--- config.mk ---
export PLATFORM = sky130hd
export DESIGN_NAME = radar_display_ctrl
export DESIGN_NICKNAME = d
export VERILOG_FILES = /design/src/rtl/radar_display_ctrl.sv
export SDC_FILE = /design/constraint.sdc
export NUM_CORES = 1
export LEC_CHECK = 0
export ABC_AREA = 1
export CAP_MARGIN = 20
export CORE_MARGIN = 5
export CORE_UTILIZATION = 40
export CTS_BUF_LIST = sky130_fd_sc_hd__clkbuf_4
export DETAILED_ROUTE_END_ITERATION = 7
export DONT_BUFFER_PORTS = 1
export GPL_TIMING_DRIVEN = 0
export PLACE_DENSITY_LB_ADDON = 0.3
export SYNTH_ARGS = -nofsm -noshare
export SYNTH_HDL_FRONTEND = slang
export SYNTH_SLANG_ARGS = --single-unit
--- constraint.sdc ---
create_clock -name clock -period 5.1 [get_ports clock]
set_input_delay 0.765 -clock clock [delete_from_list [all_inputs] [get_ports clock]]
set_output_delay 0.765 -clock clock [all_outputs]
set_load 0.005 [all_outputs]
--- src/rtl/radar_display_ctrl.sv ---
// Radar display pixel pipeline: origin-relative coordinates, 8-entry target buffer, marker compositing.
// Define RADAR_FADE_EN to compile in per-target aging and dimming.
module radar_display_ctrl #(
  parameter int          ORIGIN_X     = 512,
  parameter int          ORIGIN_Y     = 704,
  parameter int          V_ACTIVE     = 768,
  parameter int          TGT_RADIUS   = 4,
  parameter logic [23:0] TARGET_COLOR = 24'h00_FF_00,
  parameter int          FADE_FRAMES  = 60
) (
  input  logic               clock,
  input  logic               reset,
  input  logic [10:0]        hcount,
  input  logic [9:0]         vcount,
  input  logic               hsync,
  input  logic               vsync,
  input  logic               blank,
  output logic signed [11:0] grid_x,
  output logic signed [11:0] grid_y,
  input  logic [23:0]        grid_pixel,
  input  logic               tgt_valid,
  output logic               tgt_ready,
  input  logic signed [11:0] tgt_x,
  input  logic signed [11:0] tgt_y,
  input  logic               tgt_clear,
  output logic [23:0]        pixel_out,
  output logic               hsync_out,
  output logic               vsync_out,
  output logic               blank_out,
  output logic               busy
);

`ifdef RADAR_FADE_EN
  typedef enum logic [1:0] {IDLE, CLEAR, AGE} state_t;
  localparam logic [5:0]  AGE_INIT  = 6'(FADE_FRAMES);
  localparam logic [5:0]  AGE_HALF  = 6'(FADE_FRAMES / 2);
  localparam logic [23:0] DIM_COLOR = {1'b0, TARGET_COLOR[23:17], 1'b0, TARGET_COLOR[15:9],
                                       1'b0, TARGET_COLOR[7:1]};
  logic [5:0] ent_age [8];
  logic       clr_pend;
`else
  typedef enum logic [1:0] {IDLE, CLEAR} state_t;
`endif
  localparam logic [12:0] RAD = 13'(TGT_RADIUS);

  state_t            state, state_n;
  logic [2:0]        idx, ptr;
  logic [7:0]        ent_v;
  logic signed [11:0] ent_x [8];
  logic signed [11:0] ent_y [8];
  logic              hs1, vs1, bl1, vs_q, frame_tick, wr_en;
  logic              hit, dim;
  logic signed [12:0] dx, dy;
  logic [12:0]       adx, ady;

  // Stage 1: coordinates and timing
  always_ff @(posedge clock) begin
    if (reset) begin
      grid_x <= '0;
      grid_y <= '0;
      hs1    <= 1'b1;
      vs1    <= 1'b1;
      bl1    <= 1'b1;
      vs_q   <= 1'b1;
    end else begin
      grid_x <= {1'b0, hcount} - 12'(ORIGIN_X);
      grid_y <= 12'(ORIGIN_Y) - {2'b00, vcount};
      hs1    <= hsync;
      vs1    <= vsync;
      bl1    <= blank;
      vs_q   <= vsync;
    end
  end

  assign frame_tick = vs_q & ~vsync;
  assign tgt_ready  = (state == IDLE) & (vcount >= 10'(V_ACTIVE)) & ~tgt_clear & ~frame_tick & ~reset;
  assign wr_en      = tgt_valid & tgt_ready;
  assign busy       = (state != IDLE);

  // Scan high-to-low so the lowest matching index decides the colour
  always_comb begin
    hit = 1'b0;
    dim = 1'b0;
    dx  = '0;
    dy  = '0;
    adx = '0;
    ady = '0;
    for (int i = 7; i >= 0; i--) begin
      dx  = {grid_x[11], grid_x} - {ent_x[i][11], ent_x[i]};
      dy  = {grid_y[11], grid_y} - {ent_y[i][11], ent_y[i]};
      adx = dx[12] ? -dx : dx;
      ady = dy[12] ? -dy : dy;
      if (ent_v[i] && adx <= RAD && ady <= RAD) begin
        hit = 1'b1;
`ifdef RADAR_FADE_EN
        dim = (ent_age[i] < AGE_HALF);
`else
        dim = 1'b0;
`endif
      end
    end
  end

  // Stage 2: composite
  always_ff @(posedge clock) begin
    if (reset) begin
      pixel_out <= '0;
      hsync_out <= 1'b1;
      vsync_out <= 1'b1;
      blank_out <= 1'b1;
    end else begin
      hsync_out <= hs1;
      vsync_out <= vs1;
      blank_out <= bl1;
      if (bl1)
        pixel_out <= '0;
      else if (hit)
`ifdef RADAR_FADE_EN
        pixel_out <= dim ? DIM_COLOR : TARGET_COLOR;
`else
        pixel_out <= dim ? 24'h0 : TARGET_COLOR;
`endif
      else
        pixel_out <= grid_pixel;
    end
  end

  always_comb begin
    state_n = state;
    case (state)
      IDLE: begin
        if (tgt_clear) state_n = CLEAR;
`ifdef RADAR_FADE_EN
        else if (frame_tick) state_n = AGE;
`endif
      end
      CLEAR: if (idx == 3'd7) state_n = IDLE;
`ifdef RADAR_FADE_EN
      AGE: if (idx == 3'd7) state_n = (clr_pend | tgt_clear) ? CLEAR : IDLE;
`endif
      default: state_n = IDLE;
    endcase
  end

  always_ff @(posedge clock) begin
    if (reset) begin
      state <= IDLE;
      idx   <= '0;
    end else begin
      state <= state_n;
      if (state_n != state) idx <= '0;
      else if (state != IDLE) idx <= idx + 3'd1;
    end
  end

  always_ff @(posedge clock) begin
    if (reset) begin
      ent_v <= '0;
      ptr   <= '0;
`ifdef RADAR_FADE_EN
      clr_pend <= 1'b0;
`endif
    end else begin
      if (wr_en) begin
        ent_v[ptr] <= 1'b1;
        ptr        <= ptr + 3'd1;
      end
      if (state == CLEAR) begin
        ent_v[idx] <= 1'b0;
        if (idx == 3'd7) ptr <= '0;
      end
`ifdef RADAR_FADE_EN
      if (state == AGE) begin
        if (ent_v[idx] && ent_age[idx] == 6'd1) ent_v[idx] <= 1'b0;
        if (idx == 3'd7) clr_pend <= 1'b0;
        else if (tgt_clear) clr_pend <= 1'b1;
      end
`endif
    end
  end

  // Payload needs no reset; only the valid bits gate it
  always_ff @(posedge clock) begin
    if (wr_en) begin
      ent_x[ptr] <= tgt_x;
      ent_y[ptr] <= tgt_y;
`ifdef RADAR_FADE_EN
      ent_age[ptr] <= AGE_INIT;
`endif
    end
`ifdef RADAR_FADE_EN
    if (!reset && state == AGE && ent_v[idx] && ent_age[idx] != 6'd0)
      ent_age[idx] <= ent_age[idx] - 6'd1;
`endif
  end

endmodule

Yosys cells after proc, flatten, opt, wreduce, memory -nomap -nowiden
Memories as Yosys holds them, arrays and structs flattened.
Cells that the tools add are included.

cells by class
  $add $sub $neg = 36
  $lt $le $gt $ge = 21
  equality and inequality tests = 3
  muxes and demuxes = 40
  bitwise logic cells = 13
  reduce and logical (&&, ||, !) cells = 23

operator list
  operator                  number
  $le A13 B3 Y1 const B     16
  $mux W13                  16
  $neg A13 Y13              16
  $sub A11 B12 Y13          8
  $sub A12 B12 Y13          8
  $mux W8                   3
  $logic_and A1 B1 Y1       18
  $mux W16                  1
  $mux W1                   12
  $sub A11 B10 Y12 const B  1
  $sub A10 B10 Y11 const A  1
  $ge A10 B10 Y1 const B    1
  $mux W3                   3
  $and A8 B8 Y8             1
  $lt A3 B4 Y1 const B      2
  $not A8 Y8                1
  $or A8 B8 Y8              1
  $add A3 B1 Y3 const B     2
  $and A1 B1 Y1             6
  $demux W1 S3              2
  $ge A3 B1 Y1 const B      2
  $mux W2                   2
  $not A1 Y1                4
  $pmux W2 S2               1
  7 further kinds           8

word-level totals
  register bits = 69
  memory bits (writable) = 192
  input bits = 76
  output and inout port bits = 53
  logic and storage cells = 152
  memories kept = 2

memories
  name   depth  width  read ports  clocked after memory_dff  wr ports  line  RTL
  ent_x  8      12     8           0                         1         49    logic signed [11:0] ent_x [8];
  ent_y  8      12     8           0                         1         50    logic signed [11:0] ent_y [8];

Longest topological paths before layout
Gate-level depths: netlist (run 1).
An unclocked memory read counts as a cell.

  depth after elaboration = 16
  depth in mapped cells = 25
  gate-level depth less buffers = 25

Least setup slack after synthesis (run 1)
No wires, ideal clock.

  path type = input port to flip-flop
  from = input reset
  to = register ent_v[0]
  data arrival time = 3.354 ns
  data required time = 5.037 ns
  slack = 1.683 ns
  stages on the path = 7
  path buffers = 1
  cells stage by stage = clkbuf_1 a2111oi_0 nand2_1 inv_1 nand2_1 nor2_1 o221a_2

on the way
  longest elaborated chain between the ends = 7

RTL lines
  element                        line  RTL
  start, declared                12    input logic reset,
  $not A1 Y1 (*)                 76    assign tgt_ready = (state == IDLE) & (vcount >= 10'(V_ACTIVE)) & ~tgt_clear & ~frame_tick & ~reset;
  $and A1 B1 Y1 (*)              76
  net tgt_ready                  22    output logic tgt_ready,
  $and A1 B1 Y1 (*)              77    assign wr_en = tgt_valid & tgt_ready;
  $mux W8 (*)                    164   if (wr_en) begin
  $mux W8 (*)                    157   if (reset) begin
  $and A8 B8 Y8 (no line)        --
  $mux W8 (*)                    168   if (state == CLEAR) begin
  end signal, assigned           158   ent_v <= '0;
  end signal, assigned by index  165   ent_v[ptr] <= 1'b1;
  end signal, assigned by index  169   ent_v[idx] <= 1'b0;
  end, declared                  48    logic [7:0] ent_v;

Mark *: on every way through the listed nets, which the timed path passes. The rest lies on a longest branch. The select of a mux whose other input is x is not followed.
A chain may end at the register's enable or synchronous reset.

Worst setup path in the final report (run 1)
  from = register grid_x[1]
  to = register pixel_out[6]

on the way
  longest elaborated chain between the ends = 15
  elaborated cells on any way between the ends = 57
  those cells by class = add/sub (16); order compare (8); mux (16); reduce/logical (17)

RTL lines
  element                            line  RTL
  start, declared                    18    output logic signed [11:0] grid_x,
  start signal, assigned             66    grid_x <= {1'b0, hcount} - 12'(ORIGIN_X);
  $sub A12 B12 Y13                   89    dx = {grid_x[11], grid_x} - {ent_x[i][11], ent_x[i]};
  $neg A13 Y13                       91    adx = dx[12] ? -dx : dx;
  $mux W13                           91
  $le A13 B3 Y1                      93    if (ent_v[i] && adx <= RAD && ady <= RAD) begin
  $logic_and A1 B1 Y1 (2 in series)  93
  $mux W1 (7 in series)              93
  $mux W1 (*)                        93
  $reduce_or A3 Y1 (no line) (*)     --
  end signal, assigned               121   pixel_out <= dim ? 24'h0 : TARGET_COLOR;
  end signal, assigned               124   pixel_out <= grid_pixel;
  end, declared                      26    output logic [23:0] pixel_out,

Every way passes the cells marked *; elsewhere a longest branch is shown, timed or not.

==> results of run 1 <==
## repair_timing
action,CTS,global route
hold endpoints to repair,202,0
hold buffers,56,0
endpoints found under the setup margin,0,16
buffers inserted,0,0
gates resized for setup,0,2
## area by class of cell
class,instances,area share
antenna,6,0.000566
inverter,706,0.0999
multi-input combinational,2577,0.524
timing repair buffer,60,0.0243
sequential,261,0.270
tap,773,0.0365
clock inverter,37,0.00972
buffer,15,0.00443
clock buffer,108,0.0306
## per-stage QoR
| step | TNS, ns | hold slack (ns) | power [uW] |
|---|---|---|---|
| 2_1_floorplan | 0 | 0.389 | 3400 |
| 3_3_place_gp | -0.398 | 0.392 | 3700 |
| 3_5_place_dp | 0 | 0.399 | 3710 |
| 4_1_cts | 0 | 0.0000639 | 6070 |
| 5_1_grt | 0 | 0.0315 | 6370 |
| 6_report | 0 | 0.0893 | 6000 |
## sequential cells by signal, indices dropped and copies added, names as in the netlist
name and count:
pixel_out 24, blank_out 1, vsync_out 1, hs1 1, ent_x 96, grid_y 11
ptr 3, ent_y 96, ent_v 8, state 2, bl1 1, grid_x 12
hsync_out 1, vs_q 1, idx 3
## worst min path at each step
| stage | endpoint | slack, ns | depth (start not counted) |
|---|---|---|---|
| floorplan | hsync_out | 0.39 | 1 |
| global placement | hsync_out | 0.39 | 1 |
| detailed placement | hsync_out | 0.40 | 1 |
| CTS | ent_x[2][2] | 0.00006 | 0 |
| global route | pixel_out[20] | 0.03 | 2 |
| finish | pixel_out[22] | 0.09 | 2 |
## cell families (layout without fill, tap and decap cells)
logic type / count (synthesis) / count (layout) / synth area share
simple gates: 2006 / 2006 / 0.365
buf+inv: 721 / 926 / 0.116
compound gates: 270 / 270 / 0.0666
flops: 261 / 261 / 0.301
fa+ha+maj: 213 / 213 / 0.117
xor+xnor: 87 / 87 / 0.0339
other cells: 1 / 7 / 0.000158
## power breakdown
part | internal (uW) | leakage (uW) | total [uW] | switching (uW)
sequential | 2300 | 0.00229 | 2370 | 79.2
clock | 1190 | 0.000625 | 2230 | 1040
combinational | 484 | 0.0112 | 1390 | 906
total | 3970 | 0.0141 | 6000 | 2030
## synth_stat cells (all sizes together)
master and n:
o22ai 1, o21bai 22, o2111ai 1, ha 197, o21a 2, nand3 339, a21oi 129, nor3 21
o21ai 74, clkbuf 4, o211ai 1, a2111oi 1, dfxtp 69, xnor2 34, nand4 75, nor2 353
inv 706, conb 1, a211oi 2, edfxtp 192, or2 14, o311ai 1, and2 2, buf 11
a31oi 10, o221a 8, nand3b 46, nand2b 2, nand2 1153, fa 16, a21boi 7, nor3b 1
xor2 53, a21o 11
## layout by cell type, fill, tap and decap left out, types with 5 or more instances in the layout
cell           instances
o21ai_1               12
edfxtp_1             192
clkinv_2               8
nor2_2                22
o21bai_1              22
xor2_1                49
xnor2_1               32
clkbuf_4             108
inv_1                691
nand3_2               13
nand3_1              325
o221a_2                8
dfxtp_1               67
nor2_1               322
fa_1                  16
clkinv_1              23
o21ai_0               60
a31oi_1               10
diode_2                6
nand2_2               35
or2_2                 10
nand3b_1              45
inv_2                 16
dlygate4sd3_1         56
buf_6                  6
a21boi_0               5
a21o_1                11
nor3_1                19
nor2_4                 9
nand2_1             1114
a21oi_1              119
nand4_1               75
ha_1                 197
a21oi_2               10
## worst reg2reg max path: cells and delay by family (launching register included)
family,cells,cell delay [ns]
and+or+nand+nor,15,2.00
adders and majority gates,1,0.61
buffers and inverters,5,1.06
DFF,1,0.71
## per-layer routing
metal	global-route usage	routed length, um	vias up
met5	0	13	-
met4	0.0727	2100	2
met3	0.0368	4260	128
met2	0.369	33300	545
met1	0.276	31000	10200
li1	-	-	11700
==> key figures, run 1 <==
Run status
  – Status: finished clean

Clocking
  – Htree depth: 3
  – Root Driver: clkbuf_4
  – CTS tree: built
  – CTS Buf Count: 80
  – Clock sink total: around 260
  – Clock Latency Late Sink: about 0.8 ns
  – Clk slew on worst S/H paths: roughly 0.060 ns
  – CTS max path bufs: 3

GRT
  – First-pass GRT wire length: 109000 um
  – Grt ovf: 0
  – Largest net degree at the start of global routing: 26
  – GRT Util Overall: 0.215
  – Initial antenna violation count: 12
  – Vias in the first global route: roughly 21000

Die
  – IO Count: 129
  – Starting density of the core: 0.404
  – Die Height: 254 um
  – Core ar.: between 0.05 and 0.06 mm^2
  – Rows: 89
  – Die area: between 0.06 and 0.07 mm^2
  – Die span in x: 254 um

Routing
  – Vias: between 20000 and 25000
  – DRT Pass-1 Iters: 6
  – Iter 0 DRT Violations: around 1400
  – Routed Antenna Nets: 0
  – DR vias/cell: 4.96
  – WL per Instance: approximately 16 um
  – Post-route DRC: 0
  – Drt total wl: between 70000 and 80000 um

Timing
  – Slew HR: 0.352
  – Fin crit share: 0.869
  – Clk_skew: 0.0621 ns
  – Worst Tran Pin Value: around 0.97 ns
  – Hold Fails Final Rpt: 0
  – Final setup fails: 0
  – RSZ-0062 raised after global routing: false
  – Final worst slack: 0.667 ns
  – Slew Limit Fails: 0
  – Min Tclk post-route: between 4 and 5 ns
  – FMAX: 0.226 GHz

Synthesis
  – Synth top area share: 0.243
  – Avg Cell Area, Syn: 6.68 um^2
  – Syn. warnings: 0
  – Post-Syn Area: roughly 0.024 mm^2
  – Top post-synthesis cells by area: edfxtp_1, nand2_1, inv_1
  – Cell taking the most area after synthesis: edfxtp_1
  – Yosys reg bits: 261
  – Syn Nets: between 3000 and 4000
  – Post-Syn Instances: 3559
  – Unique masters post-synth: between 50 and 60
  – Register area share after synthesis: 0.301

Final layout
  – Register area: between 0.007 and 0.008 mm^2
  – Area of the multi-input gates: roughly 0.014 mm^2
  – Synthesis-to-layout area growth: 11.6%
  – Final Util: 0.450
  – Fin area: 0.0265 mm^2
  – Fillers: ~6000
  – Non-filler cells, final: 4543
  – Layout cells sized above 1: 0.0736
  – # nets final: 3990

Worst setup path
  – Worst setup SP type: flip-flop
  – Critical path endpoint: pixel_out[6]
  – FF-to-FF setup slack: between 0.6 and 0.7 ns
  – Critical Path Stages: 21
  – Max FO, Critical Path: 12
  – Worst path cell trace: inv_1 > fa_1 > inv_1 > nand3_1 > nand2_1 > nand3_1 > nand4_1 > nand2_1 > buf_4 > nand2_1 > nand2_1 > nand2_1 > inv_1 > nand3_1 > nor2_1 > nand3_1 > nand2_1 > nor2_4 > nand3_4 > buf_6 > nor2_2
  – Worst r2r src: grid_x[1]
  – Critical-path top delay cell: dfxtp_2
  – Reg2Reg Depth: 21
  – WP data arrival: 5.16 ns
  – Worst Path Buf+Inv: 5
  – Cell mode on critical path: nand2_1
  – Worst Path Class, Setup: flip-flop to flip-flop
  – Top Family by Delay on Critical Path: simple AND/OR/NAND/NOR gates
  – Worst Setup End Kind: flip-flop
  – Crit path launch: grid_x[1]
  – Reg-to-reg endpoint: pixel_out[6]
  – Crit path largest cell delay: around 0.71 ns
  – CP required: a little under 6 ns

Placed design
  – Port bufs: 0
  – Final HPWL DP: between 50000 and 60000 um
  – Placed cell area: between 0.02 and 0.025 mm^2
  – DP Worst Slack: 0.108 ns
  – RePlAce Congestion: just under 0.9
  – Dpl cells: 4336

Hold path
  – Worst Hold Class: input port to flip-flop
  – Min-delay src: grid_pixel[22]

Power and ir drop
  – Leak: 0.0141 uW
  – Max VDD drop: around 0.18 mV
  – Pwr dens: ~230 mW/mm^2

Flow run
  – Max-cap viol count: 0
Note: power is estimated with default switching activity, not from simulation.
==> run 2: changes to the inputs <==
--- a/config.mk
+++ b/config.mk
@@ -7,6 +7,7 @@
 export LEC_CHECK = 0
 export ABC_AREA = 1
 export CAP_MARGIN = 20
+export CORE_ASPECT_RATIO = 2
 export CORE_MARGIN = 5
 export CORE_UTILIZATION = 40
 export CTS_BUF_LIST = sky130_fd_sc_hd__clkbuf_4
==> run 2 against run 1 <==
Highest routed layer unchanged. Sequential share of layout area grew 0.33 points. Critical endpoint is now pixel_out[19]. Clock power fell by 21%. Largest cell class unchanged. Utilization is 0.60 points lower. First-iteration DRC count fell by 23%.
==> key figures, run 2 (synthesis results as in run 1) <==
Routing
  – Routed Antenna Nets: 0 (unchanged)
  – DR vias/cell: 5.09 (+2.7%)
  – Post-route DRC: 0 (unchanged)
  – Vias: 22900 (+1.5%)
  – Iter 0 DRT Violations: 1097 (-23%)
  – Drt total wl: 78200 um (+11%)
  – DRT Pass-1 Iters: 5 (-1)
  – WL per Instance: 17.4 um (+12%)

Final layout
  – Area of the multi-input gates: 0.0139 mm^2 (unchanged)
  – # nets final: 3962 (-0.70%)
  – Fin area: 0.0262 mm^2 (-1.2%)
  – Highest-count cells in the layout ignoring fill and taps: nand2_1, inv_1, nand3_1
  – Fillers: 6308 (+3.1%)
  – Top Registers: ent_x: 96 flops, ent_y: 96 flops, pixel_out: 24 flops
  – Synthesis-to-layout area growth: 10.2%
  – Commonest non-fill, non-tap cell in the layout: nand2_1
  – Layout cells sized above 1: 0.0669 (-0.00667)
  – Register area: 0.00715 mm^2 (about the same)

Clocking
  – CTS Buf Count: 58 (-28%)
  – CTS max path bufs: 3 (unchanged)
  – Root Driver: clkbuf_4
  – Clk slew on worst S/H paths: 0.08 ns (+0.02 ns)
  – Clock sink total: 261 (unchanged)
  – Htree depth: 2 (-1)
  – Clock Latency Late Sink: 0.84 ns (+0.02 ns)
  – Post-CTS setup buffer count: 0 (unchanged)
  – CTS tree: built

Timing
  – RSZ-0062 raised after global routing: false
  – Fin crit share: 0.906 (+0.0366)
  – Final setup fails: 0 (unchanged)
  – Slew HR: 0.325 (-0.0272)
  – Worst Tran Pin Value: 1.01 ns (+0.0408 ns)
  – Min Tclk post-route: 4.62 ns (+0.187 ns)
  – Clk_skew: 0.0557 ns (-0.00633 ns)
  – Hold Fails Final Rpt: 0 (unchanged)
  – FMAX: 0.216 GHz (-4.0%)
  – Slew Limit Fails: 0 (unchanged)

Worst setup path
  – FF-to-FF setup slack: 0.48 ns (-0.19 ns)
  – Worst setup SP type: flip-flop
  – Critical-path top delay cell: dfxtp_2
  – CP required: 5.79 ns (-0.04 ns)
  – Critical Path Stages: 21 (unchanged)
  – Worst path cell trace: inv_1 > fa_1 > inv_1 > nand3_2 > nand2_2 > nand2_1 > nand2_2 > nand2_1 > nand2_1 > nand2_1 > nand2_1 > nand2_1 > o21ai_1 > o21ai_1 > nor2_1 > o211ai_1 > nor2_2 > nor2_4 > nand3_4 > buf_6 > nor2_2
  – Worst Path Class, Setup: flip-flop to flip-flop
  – Crit path largest cell delay: 0.69 ns (-0.02 ns)
  – Worst Path Buf+Inv: 3 (-2)
  – Reg2Reg Depth: 21 (unchanged)
  – Worst Setup End Kind: flip-flop
  – Worst r2r src: grid_x[1]
  – Cell mode on critical path: nand2_1
  – Top Family by Delay on Critical Path: simple AND/OR/NAND/NOR gates
  – WP data arrival: 5.31 ns (+0.15 ns)
  – Reg-to-reg endpoint: pixel_out[19]
  – Max FO, Critical Path: 12 (unchanged)

Die
  – Die Height: 355 um (+40%)
  – Rows: 126 (+42%)
  – IO Count: 129 (unchanged)
  – Die span in x: 182 um (-28%)
  – Starting density of the core: 0.403 (about the same)
  – Die area: 0.0647 mm^2 (+0.46%)
  – Core ar.: 0.0590 mm^2 (about the same)

Power and ir drop
  – Clk network pwr share: 0.316 (-0.056)
  – Comb power frac: 0.259 (+0.027)
  – Internal power: 3600 uW (-9.4%)
  – Pwr dens: 213 mW/mm^2 (-6.0%)
  – Net switching power: 1970 uW (-2.7%)
  – Leak: 0.0139 uW (-1.2%)
  – Flop pwr share: 0.425 (+0.029)
  – Max VDD drop: 0.230 mV (+29%)
  – Power Total: 5570 uW (-7.2%)
  – Sw Ratio: 0.354 (+0.0162)

Placed design
  – Final HPWL DP: 58200 um (+15%)
  – Placed cell area: 0.0250 mm^2 (+0.31%)
  – RePlAce Congestion: 0.927 (+5.7%)
  – Port bufs: 0 (unchanged)

Hold path
  – Hold Path Depth: 0 (-2)
  – Worst Hold Class: input port to flip-flop
  – Min-delay src: tgt_y[9]
  – Hold EP: ent_y[5][9]

GRT
  – Grt ovf: 0 (unchanged)
  – Largest net degree at the start of global routing: 26 (unchanged)
  – GRT Util Overall: 0.237 (+0.0219)
  – First-pass GRT wire length: 118000 um (+8.7%)
  – Initial antenna violation count: 8 (-4)
  – Vias in the first global route: 22300 (+6.8%)

Flow run
  – Max-cap viol count: 0 (unchanged)

Run status
  – Status: finished clean
run 2: what timing repair did:
action                                  CTS  global route
endpoints found under the setup margin   11             0
gates resized for setup                   1             0
hold buffers                             47             0
hold endpoints to repair                134             0
run 2: metal layers:
layer | global-route usage | part of all wire | vias up
met4 | 0.181 | 0.092 | 4
met5 | 0 | 0.00028 | -
met1 | 0.213 | 0.33 | 10400
met2 | 0.466 | 0.54 | 568
li1 | - | - | 11600
met3 | 0.0307 | 0.042 | 266
run 2: how the worst max path moves through the flow:
| stage | slack [ns] | end | startpoint |
|---|---|---|---|
| after global routing | 0.19 | pixel_out[16] | grid_x[1] |
| after CTS | 0.39 | pixel_out[19] | grid_x[1] |
| after detailed placement | -0.14 | pixel_out[16] | grid_x[1] |
| after floorplan | 1.68 | ent_v[0] | reset |
| final | 0.48 | pixel_out[19] | grid_x[1] |
| after global placement | -0.16 | ent_v[1] | reset |
run 2: area by class of cell:
class	instances	share of cell area
timing repair buffer	54	0.0244
antenna	3	0.000287
sequential	261	0.273
buffer	15	0.00449
tap	768	0.0367
inverter	706	0.101
multi-input combinational	2577	0.531
clock buffer	78	0.0224
clock inverter	30	0.00678
run 2: power by group through the flow:
stage	Clock [uW]	Sequential, uW	Combinational [uW]
after floorplan	0	2370	1030
after global placement	0	2420	1340
after detailed placement	0	2420	1360
after CTS	1810	2370	1440
after global routing	1890	2370	1620
final	1760	2370	1440
run 2: metrics by stage:
stage	util	instances	setup WS, ns	hold WS, ns	TNS [ns]
2_1_floorplan	-	3559	1.68	0.389	0
3_3_place_gp	0.420	4327	-0.162	0.429	-2.34
3_5_place_dp	0.423	4334	-0.137	0.439	-1.34
4_1_cts	0.444	4489	0.393	0.000621	0
5_1_grt	0.444	4491	0.192	0.0274	0
6_report	0.444	4492	0.480	0.0487	0
run 2: worst reg2reg max path: cells and delay by family (launching register included):
kind | cells | cell delay [ns]
DFF | 1 | 0.69
AOI/OAI and AO/OA | 3 | 0.93
and+or+nand+nor | 14 | 1.46
adders and majority gates | 1 | 0.61
buffers and inverters | 3 | 0.80
==> run 3: changes to the inputs <==
--- a/config.mk
+++ b/config.mk
@@ -9,12 +9,12 @@
 export CAP_MARGIN = 20
 export CORE_ASPECT_RATIO = 2
 export CORE_MARGIN = 5
-export CORE_UTILIZATION = 40
+export CORE_UTILIZATION = 50
 export CTS_BUF_LIST = sky130_fd_sc_hd__clkbuf_4
 export DETAILED_ROUTE_END_ITERATION = 7
 export DONT_BUFFER_PORTS = 1
 export GPL_TIMING_DRIVEN = 0
-export PLACE_DENSITY_LB_ADDON = 0.3
+export PLACE_DENSITY = 0.62
 export SYNTH_ARGS = -nofsm -noshare
 export SYNTH_HDL_FRONTEND = slang
 export SYNTH_SLANG_ARGS = --single-unit
==> run 3 against run 2 <==
Clock-buffer cell count is 8 higher. Via count up 0.89%. Register-to-register slack worse by 0.04 ns. Total power decreased by 0.12%. Clock skew is 0.012 ns lower. Final area is 1.2% lower. Routed wire length is 1.9% lower. Hold slack improved by 0.013 ns. Largest power group unchanged.
==> key figures, run 3 (synthesis results as in run 1) <==
Die
  – Rows: 113 (-10%)
  – Die area: 0.0523 mm^2 (-19%)
  – Die Height: 318 um (-10%)
  – Starting density of the core: 0.502 (+0.0987)
  – Core ar.: 0.0474 mm^2 (-20%)
  – Die span in x: 164 um (-10%)
  – IO Count: 129 (unchanged)

Final layout
  – Commonest non-fill, non-tap cell in the layout: nand2_1
  – Fin area: 0.0259 mm^2 (-1.2%)
  – Fillers: 4812 (-24%)
  – # nets final: 3954 (-0.20%)
  – Synthesis-to-layout area growth: 8.90%
  – Top Registers: ent_x: 96 flops, ent_y: 96 flops, pixel_out: 24 flops
  – Non-filler cells, final: 4347 (-3.2%)
  – Final Util: 0.547 (+0.102)
  – Layout cells sized above 1: 0.0673 (+0.000395)
  – Highest-count cells in the layout ignoring fill and taps: nand2_1, inv_1, nand3_1

Power and ir drop
  – Power Total: 5560 uW (-0.12%)
  – Leak: 0.0139 uW (-0.38%)
  – Pwr dens: 215 mW/mm^2 (+1.1%)
  – Max VDD drop: 0.164 mV (-29%)

Routing
  – DR vias/cell: 5.31 (+4.3%)
  – Iter 0 DRT Violations: 1264 (+15%)
  – DRT Pass-1 Iters: 6 (+1)
  – Post-route DRC: 0 (unchanged)
  – Routed Antenna Nets: 0 (unchanged)
  – Drt total wl: 76800 um (-1.9%)
  – WL per Instance: 17.7 um (+1.4%)
  – Vias: 23100 (+0.89%)

Clocking
  – Clk slew on worst S/H paths: 0.08 ns (about the same)
  – CTS tree: built
  – Clock sink total: 261 (unchanged)
  – Root Driver: clkbuf_4
  – CTS max path bufs: 3 (unchanged)
  – Clock Latency Late Sink: 0.80 ns (-0.04 ns)
  – Htree depth: 2 (unchanged)
  – CTS Buf Count: 61 (+5.2%)

GRT
  – Met1 global-route usage: 0.291 (+0.0777)
  – Grt ovf: 0 (unchanged)
  – Busiest grt layer: met2
  – Initial antenna violation count: 7 (-1)
  – Routing usage on met2: 0.549 (+0.0835)
  – Vias in the first global route: 22700 (+1.5%)
  – First-pass GRT wire length: 117000 um (-0.97%)
  – GRT Util Overall: 0.291 (+0.0537)
  – Largest net degree at the start of global routing: 26 (unchanged)
  – GRT met3 Usage: 0.0329 (+0.00222)

Timing
  – Worst Tran Pin Value: 1.02 ns (+0.00606 ns)
  – Final setup fails: 0 (unchanged)
  – Min Tclk post-route: 4.66 ns (+0.0422 ns)
  – RSZ-0062 raised after global routing: false
  – Hold Fails Final Rpt: 0 (unchanged)
  – Final worst slack: 0.438 ns (-0.0422 ns)
  – Fin crit share: 0.914 (+0.00827)
  – FMAX: 0.214 GHz (-0.90%)
  – Slew HR: 0.322 (-0.00312)
  – Slew Limit Fails: 0 (unchanged)
  – Clk_skew: 0.0439 ns (-0.0118 ns)

Worst setup path
  – Worst setup SP type: flip-flop
  – Worst Setup End Kind: flip-flop
  – CP required: 5.80 ns (about the same)
  – Max FO, Critical Path: 13 (+1)
  – WP data arrival: 5.36 ns (+0.05 ns)
  – Worst Path Class, Setup: flip-flop to flip-flop

Run status
  – Status: finished clean

Placed design
  – RePlAce Congestion: 0.953 (+2.8%)
  – Port bufs: 0 (unchanged)
  – DP Worst Slack: -0.207 ns (-0.0703 ns)
  – Final HPWL DP: 57600 um (-1.0%)
  – Placed cell area: 0.0247 mm^2 (-0.86%)
  – Dpl cells: 4197 (-3.2%)

Flow run
  – Max-cap viol count: 0 (unchanged)

Hold path
  – Worst Hold Class: input port to flip-flop
[run 3: cell type report]
cell class                      count  area [um^2]  share of cell area
Buffer                             15          118             0.00454
Sequential cell                   261         7150               0.276
Tap cell                          632          791              0.0305
Inverter                          706         2650               0.102
Clock buffer                       86          646              0.0249
Timing Repair Buffer               43          499              0.0193
Multi-Input combinational cell   2577        13900               0.537
Antenna cell                        1         2.50           0.0000967
Clock inverter                     26          131             0.00507
[run 3: stage by stage]
stage	hold WS [ns]	TNS, ns
after floorplan	0.389	0
after global placement	0.397	-21.18
after detailed placement	0.410	-2.08
after CTS	0.00000189	0
after global routing	0.0213	0
final	0.0616	0
[run 3: what timing repair did]
item / 4_1_cts / 5_1_grt
resized for setup: 1 / 1
buffers inserted: 0 / 0
setup endpoints to repair: 18 / 10
hold endpoints to repair: 125 / 0
hold buffers: 37 / 0
[run 3: worst paths after layout]
check             from             to  slack [ns]  depth (start not counted)
max          grid_y[1]  pixel_out[19]        0.44                         19
min          hcount[1]      grid_x[1]        0.06                          2
min reg2reg        hs1      hsync_out        0.42                          1
max reg2reg  grid_y[1]  pixel_out[19]        0.44                         19
[run 3: per-layer routing]
| layer | up-vias | wire (um) | part of all wire |
|---|---|---|---|
| met4 | 0 | 6130 | 0.080 |
| met1 | 10600 | 26600 | 0.35 |
| met2 | 652 | 40300 | 0.53 |
| met5 | - | 0 | 0 |
| li1 | 11600 | - | - |
| met3 | 238 | 3740 | 0.049 |
[run 3: worst max-delay path: stages (launching register included)]
cell	delay (ns)
dfxtp_2	0.70
inv_1	0.39
fa_1	0.55
inv_1	0.10
nand3_1	0.09
nand2_1	0.13
nand3_1	0.10
nand3_1	0.09
nand2_1	0.06
nand2_2	0.16
nand2_1	0.09
xnor2_1	0.64
nand3_1	0.42
nor2_1	0.19
nand3_1	0.19
nand2_1	0.17
nor2_4	0.10
nand3_4	0.13
buf_6	0.20
nor2_2	0.05
[run 3: where the power goes]
| part | total [uW] | switching (uW) | internal, uW | leakage (uW) |
|---|---|---|---|---|
| sequential | 2370 | 76.2 | 2290 | 0.00229 |
| combinational | 1420 | 945 | 476 | 0.0111 |
| clock | 1770 | 940 | 830 | 0.000466 |
